--- src/rtl/alu_cmd_sequencer.sv ---
// Command FIFO plus issue/capture sequencer around a registered ALU.
// Commands are issued one at a time; flag-qualified results are returned over valid/ready.
module alu_cmd_sequencer #(
  parameter int INDATA_WIDTH = 16,
  parameter int FIFO_DEPTH   = 4
) (
  input  logic                            CLK,
  input  logic                            RST,
  input  logic                            cmd_valid,
  output logic                            cmd_ready,
  input  logic [INDATA_WIDTH-1:0]         cmd_a,
  input  logic [INDATA_WIDTH-1:0]         cmd_b,
  input  logic [3:0]                      cmd_func,
  output logic [INDATA_WIDTH-1:0]         alu_a,
  output logic [INDATA_WIDTH-1:0]         alu_b,
  output logic [3:0]                      alu_fun,
  input  logic [2*INDATA_WIDTH-1:0]       arith_out,
  input  logic                            carry_out,
  input  logic                            arith_flag,
  input  logic [INDATA_WIDTH-1:0]         logic_out,
  input  logic                            logic_flag,
  input  logic [INDATA_WIDTH-1:0]         shift_out,
  input  logic                            shift_flag,
  input  logic [2:0]                      cmp_out,
  input  logic                            cmp_flag,
  output logic                            res_valid,
  input  logic                            res_ready,
  output logic [2*INDATA_WIDTH-1:0]       res_data,
  output logic                            res_carry,
  output logic [1:0]                      res_class,
  output logic                            res_err,
  output logic [$clog2(FIFO_DEPTH):0]     fifo_count
);

  localparam int W  = INDATA_WIDTH;
  localparam int PW = $clog2(FIFO_DEPTH);
  localparam int CW = PW + 1;

  typedef enum logic [1:0] {IDLE, ISSUE, CAPT, HOLD} state_t;

  typedef struct packed {
    logic [W-1:0] a;
    logic [W-1:0] b;
    logic [3:0]   func;
  } cmd_t;

  cmd_t          mem_q [FIFO_DEPTH];
  logic [PW-1:0] wr_ptr_q, rd_ptr_q;
  logic [CW-1:0] count_q;

  state_t          state_q;
  logic [W-1:0]    alu_a_q, alu_b_q;
  logic [3:0]      alu_fun_q;
  logic            res_valid_q, res_carry_q, res_err_q;
  logic [2*W-1:0]  res_data_q;
  logic [1:0]      res_class_q;

  logic            res_carry_d, res_err_d;
  logic [2*W-1:0]  res_data_d;
  logic [1:0]      res_class_d;

  logic  fifo_nonempty, push, pop;
  cmd_t  head;

  assign cmd_ready     = (count_q < CW'(FIFO_DEPTH));
  assign fifo_nonempty = (count_q != '0);
  assign push          = cmd_valid && cmd_ready;
  assign pop           = fifo_nonempty &&
                         ((state_q == IDLE) || ((state_q == HOLD) && res_ready));
  assign head          = mem_q[rd_ptr_q];

  // NOTE: FIFO storage has no reset; pointers and count alone define validity, and
  // leaving the array out of the reset keeps it mappable to plain RAM.
  always_ff @(posedge CLK) begin
    if (push) mem_q[wr_ptr_q] <= '{a: cmd_a, b: cmd_b, func: cmd_func};
  end

  // NOTE: sequential state uses non-blocking assignments so every register samples
  // pre-edge values regardless of statement order.
  always_ff @(posedge CLK or posedge RST) begin
    if (RST) begin
      wr_ptr_q <= '0;
      rd_ptr_q <= '0;
      count_q  <= '0;
    end else begin
      if (push) wr_ptr_q <= wr_ptr_q + 1'b1;
      if (pop)  rd_ptr_q <= rd_ptr_q + 1'b1;
      case ({push, pop})
        2'b10:   count_q <= count_q + 1'b1;
        2'b01:   count_q <= count_q - 1'b1;
        default: count_q <= count_q;
      endcase
    end
  end

  // NOTE: every output of this block gets a default first, so no path infers a latch.
  always_comb begin
    res_data_d  = '0;
    res_class_d = 2'd0;
    res_carry_d = 1'b0;
    res_err_d   = 1'b1;
    case ({arith_flag, logic_flag, cmp_flag, shift_flag})
      4'b1000: begin
        res_data_d  = arith_out;
        res_carry_d = carry_out;
        res_err_d   = 1'b0;
      end
      4'b0100: begin
        res_data_d  = {{W{1'b0}}, logic_out};
        res_class_d = 2'd1;
        res_err_d   = 1'b0;
      end
      4'b0010: begin
        res_data_d  = {{(2*W-3){1'b0}}, cmp_out};
        res_class_d = 2'd2;
        res_err_d   = 1'b0;
      end
      4'b0001: begin
        res_data_d  = {{W{1'b0}}, shift_out};
        res_class_d = 2'd3;
        res_err_d   = 1'b0;
      end
      default: ;
    endcase
  end

  always_ff @(posedge CLK or posedge RST) begin
    if (RST) begin
      state_q     <= IDLE;
      alu_a_q     <= '0;
      alu_b_q     <= '0;
      alu_fun_q   <= '0;
      res_valid_q <= 1'b0;
      res_data_q  <= '0;
      res_carry_q <= 1'b0;
      res_class_q <= 2'd0;
      res_err_q   <= 1'b0;
    end else begin
      case (state_q)
        IDLE: begin
          if (pop) begin
            alu_a_q   <= head.a;
            alu_b_q   <= head.b;
            alu_fun_q <= head.func;
            state_q   <= ISSUE;
          end
        end
        ISSUE: state_q <= CAPT;
        CAPT: begin
          res_data_q  <= res_data_d;
          res_class_q <= res_class_d;
          res_carry_q <= res_carry_d;
          res_err_q   <= res_err_d;
          res_valid_q <= 1'b1;
          state_q     <= HOLD;
        end
        HOLD: begin
          // Back-to-back issue straight from HOLD keeps throughput at one per 3 cycles.
          if (res_ready) begin
            res_valid_q <= 1'b0;
            if (pop) begin
              alu_a_q   <= head.a;
              alu_b_q   <= head.b;
              alu_fun_q <= head.func;
              state_q   <= ISSUE;
            end else begin
              state_q <= IDLE;
            end
          end
        end
        default: state_q <= IDLE;
      endcase
    end
  end

  assign alu_a      = alu_a_q;
  assign alu_b      = alu_b_q;
  assign alu_fun    = alu_fun_q;
  assign res_valid  = res_valid_q;
  assign res_data   = res_data_q;
  assign res_carry  = res_carry_q;
  assign res_class  = res_class_q;
  assign res_err    = res_err_q;
  assign fifo_count = count_q;

endmodule

--- config.mk ---
export PLATFORM = sky130hd
export DESIGN_NAME = alu_cmd_sequencer
export DESIGN_NICKNAME = d
export VERILOG_FILES = /design/src/rtl/alu_cmd_sequencer.sv
export SDC_FILE = /design/constraint.sdc
export NUM_CORES = 1
export LEC_CHECK = 0
export CAP_MARGIN = 40
export CORE_MARGIN = 3
export CORE_UTILIZATION = 55
export DETAILED_ROUTE_END_ITERATION = 7
export PLACE_DENSITY = 0.85
export SLEW_MARGIN = 5
export SYNTH_ARGS = -nofsm -noshare
export SYNTH_HDL_FRONTEND = slang
export SYNTH_SLANG_ARGS = --single-unit
--- constraint.sdc ---
create_clock -name CLK -period 4.78 [get_ports CLK]
set_input_delay 0.956 -clock CLK [delete_from_list [all_inputs] [get_ports CLK]]
set_output_delay 0.956 -clock CLK [all_outputs]
set_load 0.03 [all_outputs]
==> summary.md <==
| Metric | Value |
|---|---|
| Status | `finished clean` |
| Post-Syn Nets | `639` |
| Crit end category | `output port` |
| Vias/cell | `5.64` |
| Tot GR Track Use | `0.233` |
| Vias | `5,328` |
| Clk Latency, worst-skew pair | `520 ps` |
| Die area | `17,800 um^2` |
| Initial antenna violation count | `0` |
| Post-synthesis cell area | `8930 um^2` |
| Slew margin rel. | `0.382` |
| Ys async rst share | `0.363` |
| CP Max Fanout | `4` |
| Number of max-cap violations | `0` |
| Setup Skew | `17.4 ps` |
| Setup Crit Path Kind | `flip-flop to output port` |
| CP arrival | `1700 ps` |
| Number of synthesized flops with an enable pin | `144` |
| Post-Synthesis Cells | `517` |
| Die Ht | `133 um` |
| Starting density of the core | `0.574` |
| Crit-path cells | `inv_1 -> clkdlybuf4s50_1` |
| Core area | `15,500 um^2` |
| DP Wirelength | `14,300 um` |
| # hold bufs at CTS | `0` |
| I/O pin count | `189` |
| Mean post-synth cell area | `17.3 um^2` |
| Post-CTS Setup Repair Bufs | `0` |
| Yosys reg bits | `226` |
| CTS Buffer Depth | `3` |
| Fmax | `0.376 GHz` |
| Leak Pwr | `4.28 nW` |
| Slew Viols, Final | `0` |
| Port bufs | `188` |
| 1st-pass router iterations | `8` |
| Cell Count, Final, Fillers Out | `944` |
| Worst path bufs/invs | `2` |
| Final period util | `0.556` |
| Final wirelength | `20,700 um` |
| Clock tree sinks | `226` |
| Sequential area share after synthesis | `0.714` |
| Unrepaired setup endpoints after global routing | `no` |
| Pwr Total | `0.00714 W` |
| DR iter-0 viols | `415` |
| First-pass GRT wire length | `32,300 um` |
| Peak VDD IR | `0.471 mV` |
| Crit start category | `flip-flop` |
| Core Util, Final | `0.767` |
| WL/cell | `22.0 um` |
| FP Rows | `45` |
| Resize count post-CTS | `0` |
| Delay-heaviest family, CP | `buffers and inverters` |
| Fin Setup TNS | `0 ps` |
| H-tree Lvls | `1` |
| Via count of the first global-routing pass | `5,653` |
| Slowest-stage cell, CP | `clkdlybuf4s50_1` |
| CTS tree | `yes` |
| Routed Antenna Nets | `0` |
| Pwr per Cell Area | `600 nW/um^2` |
| Yosys warnings | `0` |
| Hold/Removal Path Class | `flip-flop to flip-flop` |
| Cells after DPL | `901` |
| Fraction of layout cells with a size suffix above 1 | `0.175` |
| Cell variety after synth | `37` |
| Hold Fails Final Rpt | `0` |
| P&R area growth vs syn | `33.5%` |
| Tightest Pin Transition | `926 ps` |
| Top FF cell, synth | `edfxtp_1` |
| Pin count of the biggest net entering global routing | `43` |
| Clock transition at path regs | `60 ps` |
| Hold WS | `511 ps` |
| Final Setup Violations | `0` |
| Fin crit period | `2660 ps` |
| Antenna Cells | `0` |
| Root buf cell | `clkbuf_16` |
| Die Wd | `133 um` |
| GPL Wtd Cong | `0.857` |
| DRC violations left | `0` |
| Layout net count | `838` |
| Num CTS Buffers | `23` |
| Max stage delay on crit path | `680 ps` |
| GR Overflow Total | `0` |
| Critical Path RT | `3820 ps` |
-- routing by layer --
layer / routed length, um / global-route usage
met5: 0 / 0
met4: 677 / 0.0737
met3: 1670 / 0.0597
met2: 10600 / 0.410
met1: 7770 / 0.285
-- layout by cell type (no fill, tap or decap), types with 2 or more instances in the layout --
master           count
dfrtp_2              2
a22o_1              18
xnor2_1              4
o22ai_1             33
nand3b_1             2
clkbuf_16           23
buf_12               2
clkbuf_8             3
mux4_2              36
mux2_2              36
o21ai_0              5
clkinv_2             4
buf_4                3
buf_16               6
edfxtp_1           144
dfrtp_1             80
clkdlybuf4s50_1    188
a22oi_1             15
inv_1               44
nor2_1               7
nand2_1             21
xor2_1               2
o21a_1               2
a21oi_1              4
and2_2               4
clkbuf_1             9
nor2b_1              7
ha_1                 8
-- cells in the mapped netlist, drive strengths merged, types with 2 or more instances --
master	n	share of area
xnor2	4	0.0039
and2	6	0.0045
inv	45	0.019
dfrtp	82	0.23
o21a	2	0.0017
nand3b	2	0.0017
nand2	22	0.0095
edfxtp	144	0.48
o21ai	5	0.0028
ha	9	0.013
a21oi	4	0.0022
a22o	18	0.018
nor2b	7	0.0049
mux2	36	0.045
nor2	9	0.0043
a22oi	15	0.013
mux4	36	0.091
xor2	2	0.0020
o22ai	33	0.023
buf	16	0.011
clkbuf	9	0.0038
-- kinds of logic (layout without fill, tap and decap cells) --
family | after synthesis | in the layout | synth area share
AND/OR/NAND/NOR | 49 | 49 | 0.0272
multiplexers | 73 | 73 | 0.137
AO/OA/AOI/OAI | 83 | 83 | 0.0669
buffers and inverters | 70 | 286 | 0.0335
adder cells (fa/ha/maj) | 10 | 10 | 0.0149
flip-flops | 226 | 226 | 0.714
XOR/XNOR | 6 | 6 | 0.00589
-- worst register-to-register path, stage by stage (launching register included) --
cell and delay, ps:
dfrtp_2 760, buf_4 510, mux4_2 600, mux2_2 300
-- area by class of cell --
class	count	area [um^2]
inverters	45	170
multi-input cells	221	2260
flip-flops and latches	226	6380
fillers	880	3630
clock inverters	7	77.6
repair buffers	199	2110
clock buffers	35	651
well taps	211	264
-- sequential cells by signal (all words and copies together) (netlist names), 2 cells and up --
name / cells
alu_a: 16
alu_b: 16
alu_fun: 4
fifo_count: 3
mem_q: 144
rd_ptr_q: 2
res_class: 2
res_data: 32
state_q: 2
wr_ptr_q: 2
-- where the power goes --
group	leakage, nW	internal, W	switching [W]
combinational	1.58	0.00127	0.00134
sequential	2.34	0.00254	0.000276
clock	0.357	0.00100	0.000714
total	4.28	0.00481	0.00233
-- worst paths after layout --
kind	start	endpoint	slack (ps)	cells after the start
max in group asynchronous	RST	res_data[21]$_DFFE_PP0P_	3200	3
worst max-delay path	fifo_count[2]$_DFFE_PP0P_	cmd_ready	2120	2
worst max register to register	rd_ptr_q[0]$_DFFE_PP0P_	alu_b[12]$_DFFE_PP0P_	2500	3
worst min register to register	alu_fun[2]$_DFFE_PP0P_	alu_fun[2]$_DFFE_PP0P_	510	1
min in group asynchronous	RST	alu_b[3]$_DFFE_PP0P_	770	2
worst min-delay path	alu_fun[2]$_DFFE_PP0P_	alu_fun[2]$_DFFE_PP0P_	510	1
-- stage by stage --
stage,cell area (um^2),setup slack (ps)
after floorplan,8930,1720
after global placement,11000,1710
after detailed placement,11200,1660
after CTS,11900,2100
after global routing,11900,2030
final,11900,2120
No activity file was read; power rests on OpenSTA's default activity.
